<file path="src/rtl/sevseg_pkg.sv">
// Shared types and constants for the two-digit seven-segment multiplexer.
//   mux_state_t : display phase (two show phases, two blanking phases)
//   AN_*        : active-low common-anode enable patterns
//   cnt_width   : phase counter width for a given pair of phase lengths
package sevseg_pkg;

  typedef enum logic [1:0] {
    SHOW0  = 2'd0,
    BLANK0 = 2'd1,
    SHOW1  = 2'd2,
    BLANK1 = 2'd3
  } mux_state_t;

  localparam logic [1:0] AN_OFF = 2'b11;
  localparam logic [1:0] AN_D0  = 2'b10;
  localparam logic [1:0] AN_D1  = 2'b01;

  function automatic int unsigned cnt_width(input int unsigned a, input int unsigned b);
    return $clog2((a > b) ? a : b);
  endfunction

endpackage

</file>
<file path="src/rtl/sevseg_mux_if.sv">
// Digit/display bundle for sevseg_mux.
//   d0, d1 : hex digits to show (driven by master)
//   s      : hex value towards the segment decoder
//   an     : active-low anode enables, an[0] = digit 0
//   sel    : current/last digit index
//   blank  : high while both digits are dark
interface sevseg_mux_if;
  logic [3:0] d0;
  logic [3:0] d1;
  logic [3:0] s;
  logic [1:0] an;
  logic       sel;
  logic       blank;

  modport master (output d0, output d1, input s, input an, input sel, input blank);
  modport slave  (input d0, input d1, output s, output an, output sel, output blank);
endinterface

</file>
<file path="src/rtl/sevseg_mux_phase_counter.sv">
// Terminal-count phase counter. Counts 0..term_i, then wraps to 0 on the
// edge where count equals term_i; done_o flags that terminal cycle.
//   clk, rst_n : clock, async active-low reset (count -> 0)
//   term_i     : terminal value (phase length - 1)
//   count_o    : current count
//   done_o     : high during the last cycle of the phase
module phase_counter #(
  parameter int unsigned W = 2
) (
  input  logic         clk,
  input  logic         rst_n,
  input  logic [W-1:0] term_i,
  output logic [W-1:0] count_o,
  output logic         done_o
);

  logic [W-1:0] count_q, count_d;

  assign done_o  = (count_q == term_i);
  assign count_o = count_q;

  always_comb begin
    count_d = count_q + W'(1);
    if (done_o) count_d = '0;
  end

  always_ff @(posedge clk or negedge rst_n) begin
    if (!rst_n) count_q <= '0;
    else        count_q <= count_d;
  end

endmodule

</file>
<file path="src/rtl/sevseg_mux.sv">
// Two-digit seven-segment time multiplexer with inter-digit blanking.
// Cycles SHOW0 -> BLANK0 -> SHOW1 -> BLANK1, each show phase DIV_CYCLES
// clocks and each blank phase BLANK_CYCLES clocks. All outputs are
// registered and change on the edge that enters a phase.
//   clk   : system clock
//   reset : asynchronous active-low reset (0 = reset asserted)
//   io    : digit inputs and display outputs (slave side)
module sevseg_mux
  import sevseg_pkg::*;
#(
  parameter int unsigned DIV_CYCLES   = 24000,
  parameter int unsigned BLANK_CYCLES = 240
) (
  input logic          clk,
  input logic          reset,
  sevseg_mux_if.slave  io
);

  if (DIV_CYCLES < 2) begin : g_div_chk
    $error("sevseg_mux: DIV_CYCLES must be >= 2");
  end
  if (BLANK_CYCLES < 1) begin : g_blank_chk
    $error("sevseg_mux: BLANK_CYCLES must be >= 1");
  end

  localparam int unsigned   CW         = cnt_width(DIV_CYCLES, BLANK_CYCLES);
  localparam logic [CW-1:0] DIV_TERM   = CW'(DIV_CYCLES - 1);
  localparam logic [CW-1:0] BLANK_TERM = CW'(BLANK_CYCLES - 1);

  mux_state_t    state_q, state_d;
  logic [CW-1:0] term;
  logic [CW-1:0] count;
  logic          done;

  logic [3:0] s_q, s_d;
  logic [1:0] an_q, an_d;
  logic       sel_q, sel_d;
  logic       blank_q, blank_d;

  assign term = (state_q == SHOW0 || state_q == SHOW1) ? DIV_TERM : BLANK_TERM;

  // Counter wraps by itself on done, which is exactly the phase boundary.
  phase_counter #(.W(CW)) u_phase (
    .clk     (clk),
    .rst_n   (reset),
    .term_i  (term),
    .count_o (count),
    .done_o  (done)
  );

  always_comb begin
    state_d = state_q;
    if (done) begin
      case (state_q)
        SHOW0:   state_d = BLANK0;
        BLANK0:  state_d = SHOW1;
        SHOW1:   state_d = BLANK1;
        BLANK1:  state_d = SHOW0;
        default: state_d = BLANK1;
      endcase
    end
  end

  // Outputs are decoded from the next state so they register on the
  // entry edge; s captures a digit only on a show-phase entry.
  always_comb begin
    s_d     = s_q;
    an_d    = AN_OFF;
    sel_d   = 1'b1;
    blank_d = 1'b1;
    case (state_d)
      SHOW0: begin
        an_d    = AN_D0;
        sel_d   = 1'b0;
        blank_d = 1'b0;
        if (done) s_d = io.d0;
      end
      BLANK0: begin
        sel_d = 1'b0;
      end
      SHOW1: begin
        an_d    = AN_D1;
        blank_d = 1'b0;
        if (done) s_d = io.d1;
      end
      default: ;
    endcase
  end

  always_ff @(posedge clk or negedge reset) begin
    if (!reset) begin
      state_q <= BLANK1;
      s_q     <= '0;
      an_q    <= AN_OFF;
      sel_q   <= 1'b1;
      blank_q <= 1'b1;
    end else begin
      state_q <= state_d;
      s_q     <= s_d;
      an_q    <= an_d;
      sel_q   <= sel_d;
      blank_q <= blank_d;
    end
  end

  assign io.s     = s_q;
  assign io.an    = an_q;
  assign io.sel   = sel_q;
  assign io.blank = blank_q;

  logic unused_count;
  assign unused_count = ^count;

endmodule
</file>
<file path="src/flat_wrapper.sv">
// flat-port wrapper written by rule: the top's interface ports become plain ports
module sevseg_mux_flat import sevseg_pkg::*;
#(
  parameter int unsigned DIV_CYCLES   = 24000,
  parameter int unsigned BLANK_CYCLES = 240
)
  (clk, reset, io_d0, io_d1, io_s, io_an, io_sel, io_blank);
  sevseg_mux_if io_i ();
  input logic clk;
  input logic reset;
  input wire logic [$bits(io_i.d0)-1:0] io_d0;
  input wire logic [$bits(io_i.d1)-1:0] io_d1;
  output wire logic [$bits(io_i.s)-1:0] io_s;
  output wire logic [$bits(io_i.an)-1:0] io_an;
  output wire logic [$bits(io_i.sel)-1:0] io_sel;
  output wire logic [$bits(io_i.blank)-1:0] io_blank;
  assign io_i.d0 = io_d0;
  assign io_i.d1 = io_d1;
  assign io_s = io_i.s;
  assign io_an = io_i.an;
  assign io_sel = io_i.sel;
  assign io_blank = io_i.blank;
  sevseg_mux #(.DIV_CYCLES(DIV_CYCLES), .BLANK_CYCLES(BLANK_CYCLES)) u_core (.clk(clk), .reset(reset), .io(io_i));
endmodule
</file>
<file path="config.mk">
export PLATFORM = sky130hd
export DESIGN_NAME = sevseg_mux_flat
export DESIGN_NICKNAME = d
export VERILOG_FILES = /design/src/rtl/sevseg_pkg.sv /design/src/rtl/sevseg_mux_if.sv /design/src/rtl/sevseg_mux_phase_counter.sv /design/src/rtl/sevseg_mux.sv /design/src/flat_wrapper.sv
export SDC_FILE = /design/constraint.sdc
export NUM_CORES = 1
export LEC_CHECK = 0
export BUFFER_PORTS_ARGS = -buffer_cell sky130_fd_sc_hd__buf_4
export CORE_MARGIN = 2
export CORE_UTILIZATION = 45
export CTS_CLUSTER_DIAMETER = 200
export DETAILED_ROUTE_END_ITERATION = 8
export MAX_ROUTING_LAYER = met4
export SYNTH_ARGS = -nofsm -noshare
export SYNTH_HDL_FRONTEND = slang
export SYNTH_HIERARCHICAL = 1
export SYNTH_SLANG_ARGS = --single-unit
</file>
<file path="constraint.sdc">
create_clock -name clk -period 3.6 [get_ports clk]
set_input_delay 0.18 -clock clk [delete_from_list [all_inputs] [get_ports clk]]
set_output_delay 0.18 -clock clk [all_outputs]
set_load 0.01 [all_outputs]
</file>
==> reports/results.ini <==
[global_route]
grt_usage_pct = 18.1
antenna_found_initial = 0
grt_overflow = 0
grt_pass1_wl_um = 4850
grt_pass1_vias = 1058
grt_max_degree = 25

[sta]
setup_viol = 0
finalHoldViolCount = 0
fmax_ghz = 0.334
fin_hold_ws_ns = 0.161
rsz0062_at_grt = false
maxSlewHeadroom_pct = 61.6
fin_skew_ns = 0.00210
tightest_slew_ns = 0.575
period_share_pct = 83.2
tns_ns = 0
maxSlewViolCount = 0
fin_crit_ns = 2.99

[synth]
synth-edff-count = 0
ys_seq_area_share_pct = 42.4
synth_top_flop_cell = dfrtp_1
synth_top_area_share_pct = 33.2
syn_area_sq_mm = 0.00143
synth_area_leader_cell = dfrtp_1
ys_warn_count = 6
synth_seq_cells = 24
synth_area_leaders = dfrtp_1, xnor2_1, dfstp_2
async_flop_share_pct = 100
syn_area_per_cell_sq_um = 11.0
synth_cell_type_count = 35
synth_cells = 130

[clocking]
cts-root-buf = clkbuf_4
clockBufferDepth = 2
cts_tree = built
cts_setup_buffers = 0
hold_buffers = 1
cts_buffers = 3
clkTransAtPathRegs_ns = 0.13
cts_resized = 0
cts.sinks = 24
htreeDepth = 1
clock_latency_ns = 0.31

[pwr]
power_density_mw_per_mm2 = 252
vdd_ir_drop_max_uv = 134
total_leakage_power_nw = 0.659

[setup_path]
start_kind = flop
arrival_ns = 3.23
worstPathRequired_ns = 3.84
cp-end-kind = flop
path_buf_inv = 1
path_cells = inv_1 > ha_1 > or2_2 > xnor2_1 > nand4_2 > nor4_4 > and2_1 > mux2i_1 > o32ai_1 > o21ai_0
critical_path.top_delay_family = simple AND/OR/NAND/NOR gates
slowest_stage = dfstp_2
crit_fanout = 7
crit_type = reg2reg
slowest_delay_ns = 0.57

[cells_and_area]
syn_to_final_growth_pct = 14.8
fin_nets = 169
num-fill-cells = 289
final_cell_mix = xnor2_1, buf_4, dfrtp_1, a21oi_2
final_common_cell = xnor2_1
fin_util_pct = 53.9
drive_gt1_share_pct = 31.0
antennaDiodeCount = 0
final_area_sq_mm = 0.00165

[route]
antenna_left = 0
via_count = 987
remaining_drc_errors = 0
avgRoutedWirePerCell_um = 13.4
viasPerCell = 4.96
drt_wl_total_um = 2660
drtPass1Iterations = 4
drt_iter0_markers = 60

[worst_hold_path]
hp-class = in2reg

[status]
outcome = complete, no violations

[floorplan]
io_pins = 18
fp-row-count = 20
start_util_pct = 46.9
fp.dieW_um = 60.4
core_region_area_sq_mm = 0.00305
die-area_sq_mm = 0.00365
die_height_um = 60.4

[placed_design]
postPlaceCellArea_sq_mm = 0.00161
gp_congestion = 0.795
dpl.hpwl_um = 1910
io_buffer_count = 17

[job]
maxCapViolCount = 0

==> metal layers <==
metal,GRT usage [%],up-vias,share of wire (%)
met5,-,-,0
met4,6.52,0,0.68
met3,1.92,2,2.9
met2,29.2,18,47
met1,23.8,477,49
li1,-,490,-
==> through the flow <==
stage	cells	setup WS (ns)	total power [mW]
global placement	194	0.747	0.296
finish	199	0.606	0.414
floorplan	136	0.714	0.283
CTS	199	0.610	0.420
global route	199	0.305	0.434
detailed placement	194	0.659	0.296
==> power breakdown <==
group | total [mW] | leakage (nW) | switching (mW) | internal, mW
Clock | 0.122 | 0.0150 | 0.0787 | 0.0432
Sequential | 0.270 | 0.297 | 0 | 0.270
Combinational | 0.0222 | 0.347 | 0.0111 | 0.0111
Total | 0.414 | 0.659 | 0.0897 | 0.324
==> layout make-up <==
| cell class | instances | area (sq um) | area share [%] |
|---|---|---|---|
| tap | 44 | 55.1 | 3.35 |
| clock buffer | 4 | 26.3 | 1.60 |
| inverter | 7 | 26.3 | 1.60 |
| multi-input combinational | 100 | 778 | 47.3 |
| sequential | 24 | 607 | 36.9 |
| timing repair buffer | 20 | 153 | 9.28 |
==> cell usage after synthesis (3+ instances only) <==
master	instances
xnor2_1	20
dfrtp_1	19
a21oi_2	10
nand2_1	8
inv_1	7
xor2_1	7
dfstp_2	5
a21oi_1	4
nand4_1	4
nor3_1	4
o21ai_0	4
o32ai_1	4
buf_6	3
ha_1	3
nor2_1	3
==> registers in the layout, indices dropped and copies added (netlist names) <==
signal                  cells
u_core/io.s                 4
u_core/io.sel               1
u_core/u_phase/count_o     15
u_core/state_q              1
u_core/io.blank             1
u_core/io.an                2
==> tightest hold or removal path, cell delays in order <==
cell and delay (ns):
buf_4 0.07, o32ai_1 0.06, o21ai_0 0.13
==> final timing paths <==
check                                                 from                             endpoint  slack, ns  depth (start not counted)
worst max-delay path             u_core/io.blank$_DFF_PN1_           u_core/io.s[1]$_DFFE_PN0P_       0.61                         10
worst min-delay path                              io_d1[0]           u_core/io.s[0]$_DFFE_PN0P_       0.16                          3
worst max register to register   u_core/io.blank$_DFF_PN1_           u_core/io.s[1]$_DFFE_PN0P_       0.61                         10
worst min register to register  u_core/io.s[3]$_DFFE_PN0P_           u_core/io.s[3]$_DFFE_PN0P_       0.50                          2
max in group asynchronous                            reset            u_core/io.an[1]$_DFF_PN1_       3.02                          2
min in group asynchronous                            reset  u_core/u_phase/count_o[4]$_DFF_PN0_       0.30                          2
==> kinds of logic (layout without fill, tap and decap cells) <==
group / count (synthesis) / after routing / synth area share (%)
other cells: 2 / 8 / 0.524
xor+xnor: 28 / 28 / 17.6
fa+ha+maj: 3 / 3 / 2.62
simple gates: 36 / 36 / 18.9
buf+inv: 12 / 31 / 4.89
mux: 1 / 1 / 0.699
compound gates: 24 / 24 / 12.4
flops: 24 / 24 / 42.4
No activity file was read; power rests on OpenSTA's default activity.
